==> src/rtl/dmem_arbiter.sv <==
// rtl/dmem_arbiter.sv - two-port arbiter and sequencer in front of the single-ported dmem
module dmem_arbiter #(
  parameter int WIDTH     = 32,
  parameter int MEM_DEPTH = 1024,
  parameter int MAX_RUN   = 4
) (
  input  logic             clk,
  input  logic             rst_n,
  input  logic             c_req,
  input  logic             c_we,
  input  logic [WIDTH-1:0] c_addr,
  input  logic [WIDTH-1:0] c_wdata,
  output logic             c_gnt,
  output logic             c_rvalid,
  output logic [WIDTH-1:0] c_rdata,
  output logic             c_err,
  input  logic             d_req,
  input  logic             d_we,
  input  logic [WIDTH-1:0] d_addr,
  input  logic [WIDTH-1:0] d_wdata,
  output logic             d_gnt,
  output logic             d_rvalid,
  output logic [WIDTH-1:0] d_rdata,
  output logic             d_err,
  output logic             dmem_sel,
  output logic [WIDTH-1:0] dmem_addr,
  output logic [WIDTH-1:0] dmem_wdata,
  input  logic [WIDTH-1:0] dmem_rdata
);

  localparam logic [WIDTH-1:0] LAST_WORD = WIDTH'(MEM_DEPTH - 4);
  localparam logic [3:0]       RUN_LIMIT = 4'(MAX_RUN);

  logic             c_win;
  logic             sel_we;
  logic             acc_err;
  logic [WIDTH-1:0] resp_data;

  logic [3:0]       run_cnt_q, run_cnt_d;
  logic             c_rvalid_q, c_rvalid_d;
  logic             d_rvalid_q, d_rvalid_d;
  logic             c_err_q, c_err_d;
  logic             d_err_q, d_err_d;
  logic [WIDTH-1:0] c_rdata_q, c_rdata_d;
  logic [WIDTH-1:0] d_rdata_q, d_rdata_d;

  // Port C wins every contended cycle until it has run MAX_RUN times in a row.
  always_comb begin
    c_win      = c_req && (!d_req || (run_cnt_q != RUN_LIMIT));
    c_gnt      = rst_n && c_win;
    d_gnt      = rst_n && d_req && !c_win;
    sel_we     = d_gnt ? d_we    : c_we;
    dmem_addr  = d_gnt ? d_addr  : c_addr;
    dmem_wdata = d_gnt ? d_wdata : c_wdata;
    acc_err    = (dmem_addr[1:0] != 2'b00) || (dmem_addr > LAST_WORD);
    dmem_sel   = (c_gnt || d_gnt) && sel_we && !acc_err;
    resp_data  = (sel_we || acc_err) ? '0 : dmem_rdata;
  end

  always_comb begin
    run_cnt_d = run_cnt_q;
    if (!d_req || d_gnt) begin
      run_cnt_d = 4'd0;
    end else if (c_gnt && (run_cnt_q != RUN_LIMIT)) begin
      run_cnt_d = run_cnt_q + 4'd1;
    end
  end

  always_comb begin
    c_rvalid_d = c_gnt;
    d_rvalid_d = d_gnt;
    c_err_d    = c_gnt && acc_err;
    d_err_d    = d_gnt && acc_err;
    c_rdata_d  = c_gnt ? resp_data : c_rdata_q;
    d_rdata_d  = d_gnt ? resp_data : d_rdata_q;
  end

  always_ff @(posedge clk or negedge rst_n) begin
    if (!rst_n) begin
      run_cnt_q  <= 4'd0;
      c_rvalid_q <= 1'b0;
      d_rvalid_q <= 1'b0;
      c_err_q    <= 1'b0;
      d_err_q    <= 1'b0;
      c_rdata_q  <= '0;
      d_rdata_q  <= '0;
    end else begin
      run_cnt_q  <= run_cnt_d;
      c_rvalid_q <= c_rvalid_d;
      d_rvalid_q <= d_rvalid_d;
      c_err_q    <= c_err_d;
      d_err_q    <= d_err_d;
      c_rdata_q  <= c_rdata_d;
      d_rdata_q  <= d_rdata_d;
    end
  end

  assign c_rvalid = c_rvalid_q;
  assign d_rvalid = d_rvalid_q;
  assign c_err    = c_err_q;
  assign d_err    = d_err_q;
  assign c_rdata  = c_rdata_q;
  assign d_rdata  = d_rdata_q;

endmodule

==> config.mk <==
export PLATFORM = sky130hd
export DESIGN_NAME = dmem_arbiter
export DESIGN_NICKNAME = d
export VERILOG_FILES = /design/src/rtl/dmem_arbiter.sv
export SDC_FILE = /design/constraint.sdc
export NUM_CORES = 1
export LEC_CHECK = 0
export BUFFER_PORTS_ARGS = -buffer_cell sky130_fd_sc_hd__buf_4
export CAP_MARGIN = 25
export CORE_AREA = 2 2 115 117
export CTS_BUF_LIST = sky130_fd_sc_hd__clkbuf_4 sky130_fd_sc_hd__clkbuf_8
export DETAILED_ROUTE_END_ITERATION = 6
export DIE_AREA = 0 0 117 119
export PLACE_DENSITY = 0.66
export SYNTH_ARGS = -nofsm -noshare
export SYNTH_HDL_FRONTEND = slang
export SYNTH_SLANG_ARGS = --single-unit
==> constraint.sdc <==
create_clock -name clk -period 4.6 [get_ports clk]
set_clock_uncertainty 0.15 [all_clocks]
set_input_delay 0.46 -clock clk [delete_from_list [all_inputs] [get_ports clk]]
set_output_delay 0.46 -clock clk [all_outputs]
set_load 0.02 [all_outputs]
==> results of run 1 <==
-- metal layers --
layer,track usage [%],vias up
met1,25.42,2024
li1,-,2141
met4,6.618,0
met3,6.005,13
met5,0,-
met2,34.07,216
-- where the power goes --
group          internal, uW  switching, uW  leakage [uW]
clock                   338            221      0.000118
combinational           171            184       0.00239
sequential              635           1.04       0.00100
total                  1140            406       0.00351
-- cell usage in the layout (no fill, tap or decap), types with 2 or more instances in the layout --
cell type	instances
and2_1	3
o21ai_0	32
nor2_1	4
nor2b_1	3
inv_1	4
a22o_1	32
ha_1	2
clkbuf_4	3
nor3b_1	2
nor4_1	9
buf_4	304
dfrtp_1	72
bufinv_16	2
nor3_1	3
nand2_1	259
clkbuf_8	10
clkinv_2	2
a21oi_1	2
-- final cells by class --
class / count / area [um^2]
Clock inverter: 3 / 65.06
Inverter: 5 / 20.02
Fill cell: 1279 / 6544
Clock buffer: 13 / 160.2
Tap cell: 176 / 220.2
Sequential cell: 72 / 1802
Multi-Input combinational cell: 370 / 1767
Timing Repair Buffer: 305 / 2297
-- critical path, delay by kind of cell (launching register included) --
family,cells,cell delay (ns)
adder cells (fa/ha/maj),1,0.20
buffers and inverters,3,0.67
flip-flops,1,0.37
AO/OA/AOI/OAI,3,0.67
AND/OR/NAND/NOR,2,0.56
-- sequential cells by signal (all words and copies together), names as in the netlist --
register,cells
d_err,1
c_err,1
run_cnt_q,4
d_rdata,32
c_rvalid,1
d_rvalid,1
c_rdata,32
-- through the flow --
| step | area (um^2) | total power, uW | setup slack (ns) |
|---|---|---|---|
| final | 6331 | 1550 | 1.186 |
| after global routing | 6331 | 1625 | 0.9437 |
| after CTS | 6331 | 1572 | 1.113 |
| after detailed placement | 6106 | 1006 | 1.375 |
| after global placement | 6091 | 1004 | 1.486 |
| after floorplan | 3721 | 780.9 | 1.939 |
-- kinds of logic (layout without fill, tap and decap cells) --
| logic type | count (synthesis) | count (layout) | share of synthesized area, % |
|---|---|---|---|
| and+or+nand+nor | 293 | 293 | 32.25 |
| DFF | 72 | 72 | 48.42 |
| AOI/OAI and AO/OA | 74 | 74 | 14.09 |
| buffers and inverters | 37 | 326 | 4.304 |
| muxes | 1 | 1 | 0.2690 |
| adders and majority gates | 2 | 2 | 0.6724 |
-- path summary, 6_finish.rpt --
path                          endpoint  slack (ns)
setup / recovery              dmem_sel        1.19
hold / removal             c_rdata[10]        0.19
setup reg to reg           c_rdata[21]        1.58
hold reg to reg            d_rdata[11]        0.33
max in group asynchronous  d_rdata[29]        3.49
min in group clk           c_rdata[24]        0.19
==> reports/results.ini, run 1 <==
[outcome]
status = completed

[clock_network]
cts_buffers = 9
cts_root_buf = clkbuf_8
cts_buffer_depth = 2
cts_sinks = 72
post_cts_resized = 0
cts_setup_buffers = 0
path_clk_slew_ns = 0.07
cts_tree = built
ctsHtreeMaxLevel = 3
hold_buffers = 0
clk-insertion-delay-late_ns = 0.34

[floorplanning]
initial_core_util_pct = 28.90
die-area_um2 = 13920
die_h_um = 119
die_w_um = 117
coreArea_um2 = 12870
ios = 301
rows = 42

[cells_and_area]
drive_gt1_share_pct = 42.71
final_util_pct = 49.17
fin_cells = 944
area_growth_syn_to_layout_pct = 70.14
final_net_count = 931
n_antenna_cell = 0

[route]
dr_wl_met2_mm = 7.295
first_pass_iters = 5
num_vias = 4394
vias_per_cell = 4.655
routedWlPerCell_um = 15.45
drt_iter0_drc = 322
drc = 0
routed_wl_mm = 14.58
postRouteAntennaNets = 0
route.met3.wl_mm = 1.279
wl_met1_mm = 5.811
top_layer = met4

[logic_synthesis]
syn_area_per_cell_um2 = 7.768
synth_cell_type_count = 37
synth-edff-count = 0
synth_seq_cells = 72
synth_area_leaders = dfrtp_1 (48%), nand2_1 (26%), a22o_1 (7.5%)
yosys_warnings = 0
syn-num-nets = 647
yosysTopAreaCellShare_pct = 48.42
mappedNetlistArea_um2 = 3721
yosys.area.top_type = dfrtp_1
ys.flop_type = dfrtp_1
synth_most_common_cell = nand2_1
synthArstFlopShare_pct = 100.0
synth_seq_area_share_pct = 48.42
synth_cells = 479
synth_common_cells = nand2_1 (259), dfrtp_1 (72), a22o_1 (32), o21ai_0 (32), buf_1 (12)

[global_route]
grt-ovfl-total = 0
track_usage_pct = 20.52
grt_pass1_vias = 4292
grt_pass1_wl_mm = 22.22
antenna_found_initial = 0
grt_max_degree = 101

[setup_path]
crit_type = reg2out
path_cells = inv_1, ha_1, and3b_1, o21bai_4, clkinv_2, nor3_2, a22oi_1, a2111oi_2, buf_4
cp.arrival_ns = 2.80
critical-path-slowest-cell = a2111oi_2
cp_data_required_time_ns = 3.99
worstPathMaxFanout = 35
critical_path.startpoint = run_cnt_q[0]
end_kind = output port
max_stage_delay_ns = 0.41
start_kind = flop
reg2reg_depth = 8
r2r-start = run_cnt_q[0]

[timing]
tns_ns = 0
setup_violations = 0
fin_crit_sh_pct = 74.21
hold_viol = 0
whs_ns = 0.1868
worst_slew_pin_slew_ns = 1.026
min_period_ns = 3.414
grt_setup_unrepaired = false
slew_viol_final = 0
max-slew-margin-rel_pct = 31.59
fmax_mhz = 292.9

[power_and_ir_drop]
p_per_area_nw_per_um2 = 244.8
p_leak_uw = 0.003507
irDropWorstVdd_mv = 0.1317

[placement]
place_inst = 928
globalplace.congestion = 0.8452
io_buffers = 300
place_hpwl_mm = 11.42

[job]
max_cap_viol_count = 0

[hold_path]
hold_path.class = in2async

(Power assumes the default switching activity.)
==> run 2, diff against run 1 <==
--- a/config.mk
+++ b/config.mk
@@ -5,13 +5,14 @@
 export SDC_FILE = /design/constraint.sdc
 export NUM_CORES = 1
 export LEC_CHECK = 0
+export ABC_AREA = 1
 export BUFFER_PORTS_ARGS = -buffer_cell sky130_fd_sc_hd__buf_4
 export CAP_MARGIN = 25
 export CORE_AREA = 2 2 115 117
 export CTS_BUF_LIST = sky130_fd_sc_hd__clkbuf_4 sky130_fd_sc_hd__clkbuf_8
 export DETAILED_ROUTE_END_ITERATION = 6
 export DIE_AREA = 0 0 117 119
-export PLACE_DENSITY = 0.66
+export PLACE_DENSITY = 0.71
 export SYNTH_ARGS = -nofsm -noshare
 export SYNTH_HDL_FRONTEND = slang
 export SYNTH_SLANG_ARGS = --single-unit
==> constraint.sdc (replaced) <==
create_clock -name clk -period 3 [get_ports clk]
set_clock_uncertainty 0.15 [all_clocks]
set_input_delay 0.3 -clock clk [delete_from_list [all_inputs] [get_ports clk]]
set_output_delay 0.3 -clock clk [all_outputs]
set_load 0.02 [all_outputs]
==> run 2 against run 1 <==
Against the previous run:
- final area is 8.0% higher
- largest cell class unchanged
- non-clock buffer count increased by 23
- critical path type unchanged
- core utilization increased by 3.9 points
- final cell count is 11% higher
- global-route usage is 1.9 points higher
- via count up 12%
- critical path depth increased by 4
- flip-flop and latch count stayed put
- combinational power rose by 79%
- first-iteration DRC count down 25%
- synthesized cell count rose by 19%
- count of clock-buffer cells in the layout shrank 3
==> reports/results.ini, run 2 <==
[logic_synthesis]
yosys.area_share.simple_pct = 44.13
yosys_warnings = 0
yosys.area.top_type = dfrtp_1
mappedNetlistArea_um2 = 3975
yosysTopAreaCellShare_pct = 45.33
synth_common_cells = nand2_1 (308), dfrtp_1 (72), nand4_1 (65)
synth_top_family_by_area = simple AND/OR/NAND/NOR gates
syn-num-nets = 736
synth_cell_type_count = 24
synth_mux_area_share_pct = 0.2518
synth_compound_area_share_pct = 1.291
syn_area_per_cell_um2 = 6.998
synthArstFlopShare_pct = 100.0
synth-xor-area-share_pct = 0.4407
synth_seq_cells = 72
synth_most_common_cell = nand2_1
synth-edff-count = 0
yosys.area_share.adder_pct = 0.6295
ys.flop_type = dfrtp_1
synth_cells = 568
synth_area_leaders = dfrtp_1 (45%), nand2_1 (29%), nand4_1 (10%)
synth_seq_area_share_pct = 45.33

[setup_path]
end_kind = output port
worstPathMaxFanout = 8
crit_type = reg2out
cp_data_required_time_ns = 2.55
start_kind = flop
cp.arrival_ns = 2.42

[timing]
fmax_mhz = 348.0
setup_violations = 0
fin_ws_ns = 0.1268
grt_setup_unrepaired = true
hold_viol = 0
min_period_ns = 2.873
worst_slew_pin_slew_ns = 0.4111
max-slew-margin-rel_pct = 72.59
whs_ns = 0.04820
slew_viol_final = 0
fin_crit_sh_pct = 95.77

[job]
max_cap_viol_count = 0

[cells_and_area]
drive_gt1_share_pct = 41.97
final_common_cell = buf_4
area_growth_syn_to_layout_pct = 71.99
n_antenna_cell = 0
num-fill-cells = 1272
final_net_count = 1035
final_cell_mix = buf_4 (320), nand2_1 (305), dfrtp_1 (72), nand4_1 (65), inv_1 (23)

[placement]
io_buffers = 300
globalplace.congestion = 0.8460
place_hpwl_mm = 11.69
place_ws_ns = 0.1823

[floorplanning]
coreArea_um2 = 12870
ios = 301
die-area_um2 = 13920
initial_core_util_pct = 30.87
die_w_um = 117
die_h_um = 119
rows = 42

[route]
postRouteAntennaNets = 0
vias_per_cell = 4.703
routedWlPerCell_um = 15.73
routed_wl_mm = 16.49
drc = 0
drt_iter0_drc = 242
first_pass_iters = 4
num_vias = 4929

[clock_network]
cts_sinks = 72
cts_root_buf = clkbuf_8
path_clk_slew_ns = 0.09
clk-insertion-delay-late_ns = 0.34
cts_tree = built
ctsHtreeMaxLevel = 3
cts_buffers = 9
cts_buffer_depth = 2

[hold_path]
hold_path.class = in2reg

[power_and_ir_drop]
p_leak_uw = 0.004060
irDropWorstVdd_mv = 0.1942
p_per_area_nw_per_um2 = 338.4

[global_route]
grt_pass1_wl_mm = 24.13
track_usage_pct = 22.38
grt-ovfl-total = 0
antenna_found_initial = 0
grt_max_degree = 73
grt_pass1_vias = 4603

[outcome]
status = completed

run 2: cell count changes after synthesis, sizes merged, moves of 3 or more:
cell,previous run,this run
o21ai,33,9
nand4,1,65
clkbuf,12,24
nand3,1,14
nand3b,0,3
nor3,4,0
buf,20,17
nand2,259,310
and2,3,0
nor2b,3,0
nor2,4,19
a22o,32,0
inv,5,27
nor4,10,0
run 2: final timing paths:
path                            slack [ns]  depth (start not counted)           from     endpoint
worst max-delay path                  0.13                         13   run_cnt_q[0]     dmem_sel
max in group asynchronous             1.86                          4          rst_n  c_rdata[17]
min in group asynchronous             0.29                          3          rst_n   d_rdata[0]
worst min-delay path                  0.05                          3  dmem_rdata[0]   d_rdata[0]
worst max register to register        0.34                         15   run_cnt_q[0]  c_rdata[28]
worst min register to register        0.34                          2     c_rdata[1]   c_rdata[1]
run 2: worst max-delay path, stage by stage, from the launching register on:
cell       delay, ns
dfrtp_1         0.40
inv_2           0.09
ha_4            0.13
nand4_1         0.13
nand2_4         0.14
nand2_8         0.09
clkbuf_16       0.17
o21ai_1         0.17
nand2_1         0.09
nor2_1          0.14
nand2_2         0.09
nor2_4          0.09
nor3b_2         0.17
buf_4           0.17
run 2: per-stage QoR:
stage	utilization, %	total power (uW)	TNS (ns)	std cells	area, um^2
2_1_floorplan	-	1233	0	568	3975
3_3_place_gp	49.57	1586	0	1018	6382
3_5_place_dp	49.57	1587	0	1018	6382
4_1_cts	52.04	2316	0	1043	6700
5_1_grt	53.10	2423	-0.04163	1048	6837
6_report	53.10	2313	0	1048	6837
run 2: routing by layer:
layer | global-route usage (%) | share of wire, %
met3 | 6.310 | 8.4
met5 | 0 | 0
met2 | 37.03 | 49
met1 | 28.03 | 40
met4 | 7.206 | 2.6
run 2: area by class of cell:
cell class | instances | area (um^2) | share of cell area [%]
repair buffers | 328 | 2567 | 37.55
multi-input cells | 428 | 1966 | 28.75
flip-flops and latches | 72 | 1802 | 26.35
well taps | 176 | 220.2 | 3.221
clock buffers | 10 | 131.4 | 1.922
inverters | 28 | 105.1 | 1.537
clock inverters | 6 | 45.04 | 0.6589
run 2: kinds of logic after synthesis:
| logic type | Yosys count |
|---|---|
| mux | 1 |
| fa+ha+maj | 2 |
| xor+xnor | 2 |
| buf+inv | 69 |
| simple gates | 412 |
| flops | 72 |
| compound gates | 10 |
run 2: repair_timing:
item | 4_1_cts | 5_1_grt
gates cloned | 2 | 1
pin swaps | 4 | 6
endpoints found under the setup margin | 1 | 35
hold buffers | 0 | 1
buffers inserted | 7 | 2
gates resized for setup | 7 | 15
hold endpoints to repair | 0 | 59
run 2: where the power goes:
| part | switching, uW | internal (uW) |
|---|---|---|
| Clock | 389 | 314 |
| Combinational | 334 | 300 |
| Sequential | 2.43 | 974 |
| Total | 725 | 1590 |
==> run 3, diff against run 2 <==
--- a/config.mk
+++ b/config.mk
@@ -6,7 +6,7 @@
 export NUM_CORES = 1
 export LEC_CHECK = 0
 export ABC_AREA = 1
-export BUFFER_PORTS_ARGS = -buffer_cell sky130_fd_sc_hd__buf_4
+export BUFFER_PORTS_ARGS = -buffer_cell sky130_fd_sc_hd__clkbuf_2
 export CAP_MARGIN = 25
 export CORE_AREA = 2 2 115 117
 export CTS_BUF_LIST = sky130_fd_sc_hd__clkbuf_4 sky130_fd_sc_hd__clkbuf_8
==> run 3 against run 2 <==
Against the previous run:
- wire length decreased by 2.4%
- clock power increased by 1%
- sequential share of layout area increased by 2.3 points
- final area decreased by 8.1%
- sequential power about the same
- critical endpoint unchanged
- largest cell class is now multi-input combinational cells
==> reports/results.ini, run 3 (same netlist as run 2, synthesis figures left out) <==
[route]
drc = 0
postRouteAntennaNets = 0
num_vias = 4951
first_pass_iters = 5
vias_per_cell = 4.636
routed_wl_mm = 16.09
drt_iter0_drc = 300
routedWlPerCell_um = 15.07

[global_route]
grt_pass1_wl_mm = 23.57
use_met3_pct = 4.885
busiest_layer = met2
track_usage_pct = 21.90
grt-ovfl-total = 0
gr-usage-met1_pct = 27.08
antenna_found_initial = 0
grt_pass1_vias = 4637
grt_max_degree = 73
grtUsageMet2_pct = 37.57

[clock_network]
cts_tree = built
cts_buffer_depth = 2
cts_buffers = 9
clk-insertion-delay-late_ns = 0.34
path_clk_slew_ns = 0.08
cts_sinks = 72
ctsHtreeMaxLevel = 3
cts_root_buf = clkbuf_8
hold_buffers = 0

[floorplanning]
die-area_um2 = 13920
ios = 301
rows = 42
die_h_um = 119
initial_core_util_pct = 30.87
die_w_um = 117
coreArea_um2 = 12870

[timing]
setup_violations = 0
grt_setup_unrepaired = true
fmax_mhz = 334.5
worst_slew_pin_slew_ns = 0.9282
slew_viol_final = 0
fin_ws_ns = 0.01079
hold_viol = 0
fin_crit_sh_pct = 99.64
min_period_ns = 2.989
whs_ns = 0.04186
max-slew-margin-rel_pct = 38.12

[setup_path]
path_cells = inv_2, ha_4, nand4_1, nand2_4, buf_6, buf_12, nand3b_1, nand2_1, nand2_1, nor2_2, nand3_2, nor2_4, nor3b_2, buf_4
cp.arrival_ns = 2.54
r2r-start = run_cnt_q[1]
reg2reg_slack_ns = 0.27
critical-path-slowest-cell = dfrtp_1
max_stage_delay_ns = 0.40
crit_family = simple AND/OR/NAND/NOR gates
critical_path.startpoint = run_cnt_q[1]
critPathBufInv = 4
crit_type = reg2out
reg2reg_depth = 16
r2r_end = d_rdata[27]
end_kind = output port
cp_data_required_time_ns = 2.55
cpMostUsedCell = nand2_1
worstPathMaxFanout = 8
start_kind = flop

[hold_path]
hold_start = dmem_rdata[7]
holdPathStages = 3
hold_path.class = in2reg
whs_endpoint = d_rdata[7]

[cells_and_area]
drive_gt1_share_pct = 44.51
multi_input_area_um2 = 2016
n_antenna_cell = 0
seq_area_um2 = 1802
final_net_count = 1055
fin_cells = 1068
final_util_pct = 48.79
num-fill-cells = 1252
final_common_cell = clkbuf_2
area_growth_syn_to_layout_pct = 58.04
final_cell_mix = clkbuf_2 (297), nand2_1 (292), dfrtp_1 (72), nand4_1 (65), buf_4 (37)

[placement]
place_inst = 1019
globalplace.congestion = 0.8353
place_hpwl_mm = 11.09
io_buffers = 300
place_ws_ns = 0.1373

[job]
max_cap_viol_count = 0

[outcome]
status = completed

[power_and_ir_drop]
p_comb_share_pct = 25.3
p_sw_uw = 735.1
pwr-share-seq_pct = 43.3
irDropWorstVdd_mv = 0.2098
pwr-share-clk_pct = 31.5
internal-power_uw = 1521
p_per_area_nw_per_um2 = 359.2
p_leak_uw = 0.003942
p_sw_share_pct = 32.58

-- run 3: cell count changes in the layout (fill, tap and decap cells not counted), sizes merged --
cell,delta
dlygate4sd3,-1
nand2,+2
bufbuf,-1
buf,-277
clkbuf,+297
-- run 3: repair_timing --
item	4_1_cts	5_1_grt
pin swaps	8	19
endpoints found under the setup margin	31	4
gates cloned	3	1
setup buffers	19	11
gates resized for setup	30	23
-- run 3: routing by layer --
layer / routed length [um] / part of all wire, % / vias up
li1: - / - / 2454
met1: 6732 / 42 / 2223
met2: 7758 / 48 / 245
met3: 1219 / 7.6 / 29
met4: 380 / 2.4 / 0
met5: 0 / 0 / -
-- run 3: how the worst max path moves through the flow --
stage	cells past startpoint	slack, ns	end
6_report	14	0.01	dmem_sel
3_5_place_dp	11	0.14	d_rdata[8]
3_3_place_gp	12	0.19	dmem_sel
5_1_grt	15	-0.16	dmem_sel
4_1_cts	16	-0.03	dmem_sel
2_1_floorplan	15	0.14	dmem_sel
-- run 3: through the flow --
step           power [uW]  setup TNS, ns  cell area, um^2
6_report             2256              0             6282
3_3_place_gp         1488              0             5642
2_1_floorplan        1233              0             3975
3_5_place_dp         1488              0             5642
4_1_cts              2260       -0.02749             6112
5_1_grt              2381        -0.1611             6282
-- run 3: cell type report --
class	instances	share of cell area [%]
multi-input combinational	430	32.09
tap	176	3.505
clock buffer	10	2.191
inverter	28	1.673
clock inverter	6	0.6772
sequential	72	28.68
timing repair buffer	346	31.19
-- run 3: power groups by stage --
stage / combinational [uW] / sequential [uW] / clock [uW]
2_1_floorplan: 234 / 999 / 0
3_3_place_gp: 492 / 995 / 0
3_5_place_dp: 492 / 996 / 0
4_1_cts: 538 / 976 / 746
5_1_grt: 617 / 977 / 788
6_report: 571 / 976 / 710
-- run 3: tightest hold or removal path, cell delays in order --
cell      delay [ns]
clkbuf_2        0.09
nand4_1         0.07
nand2_1         0.05
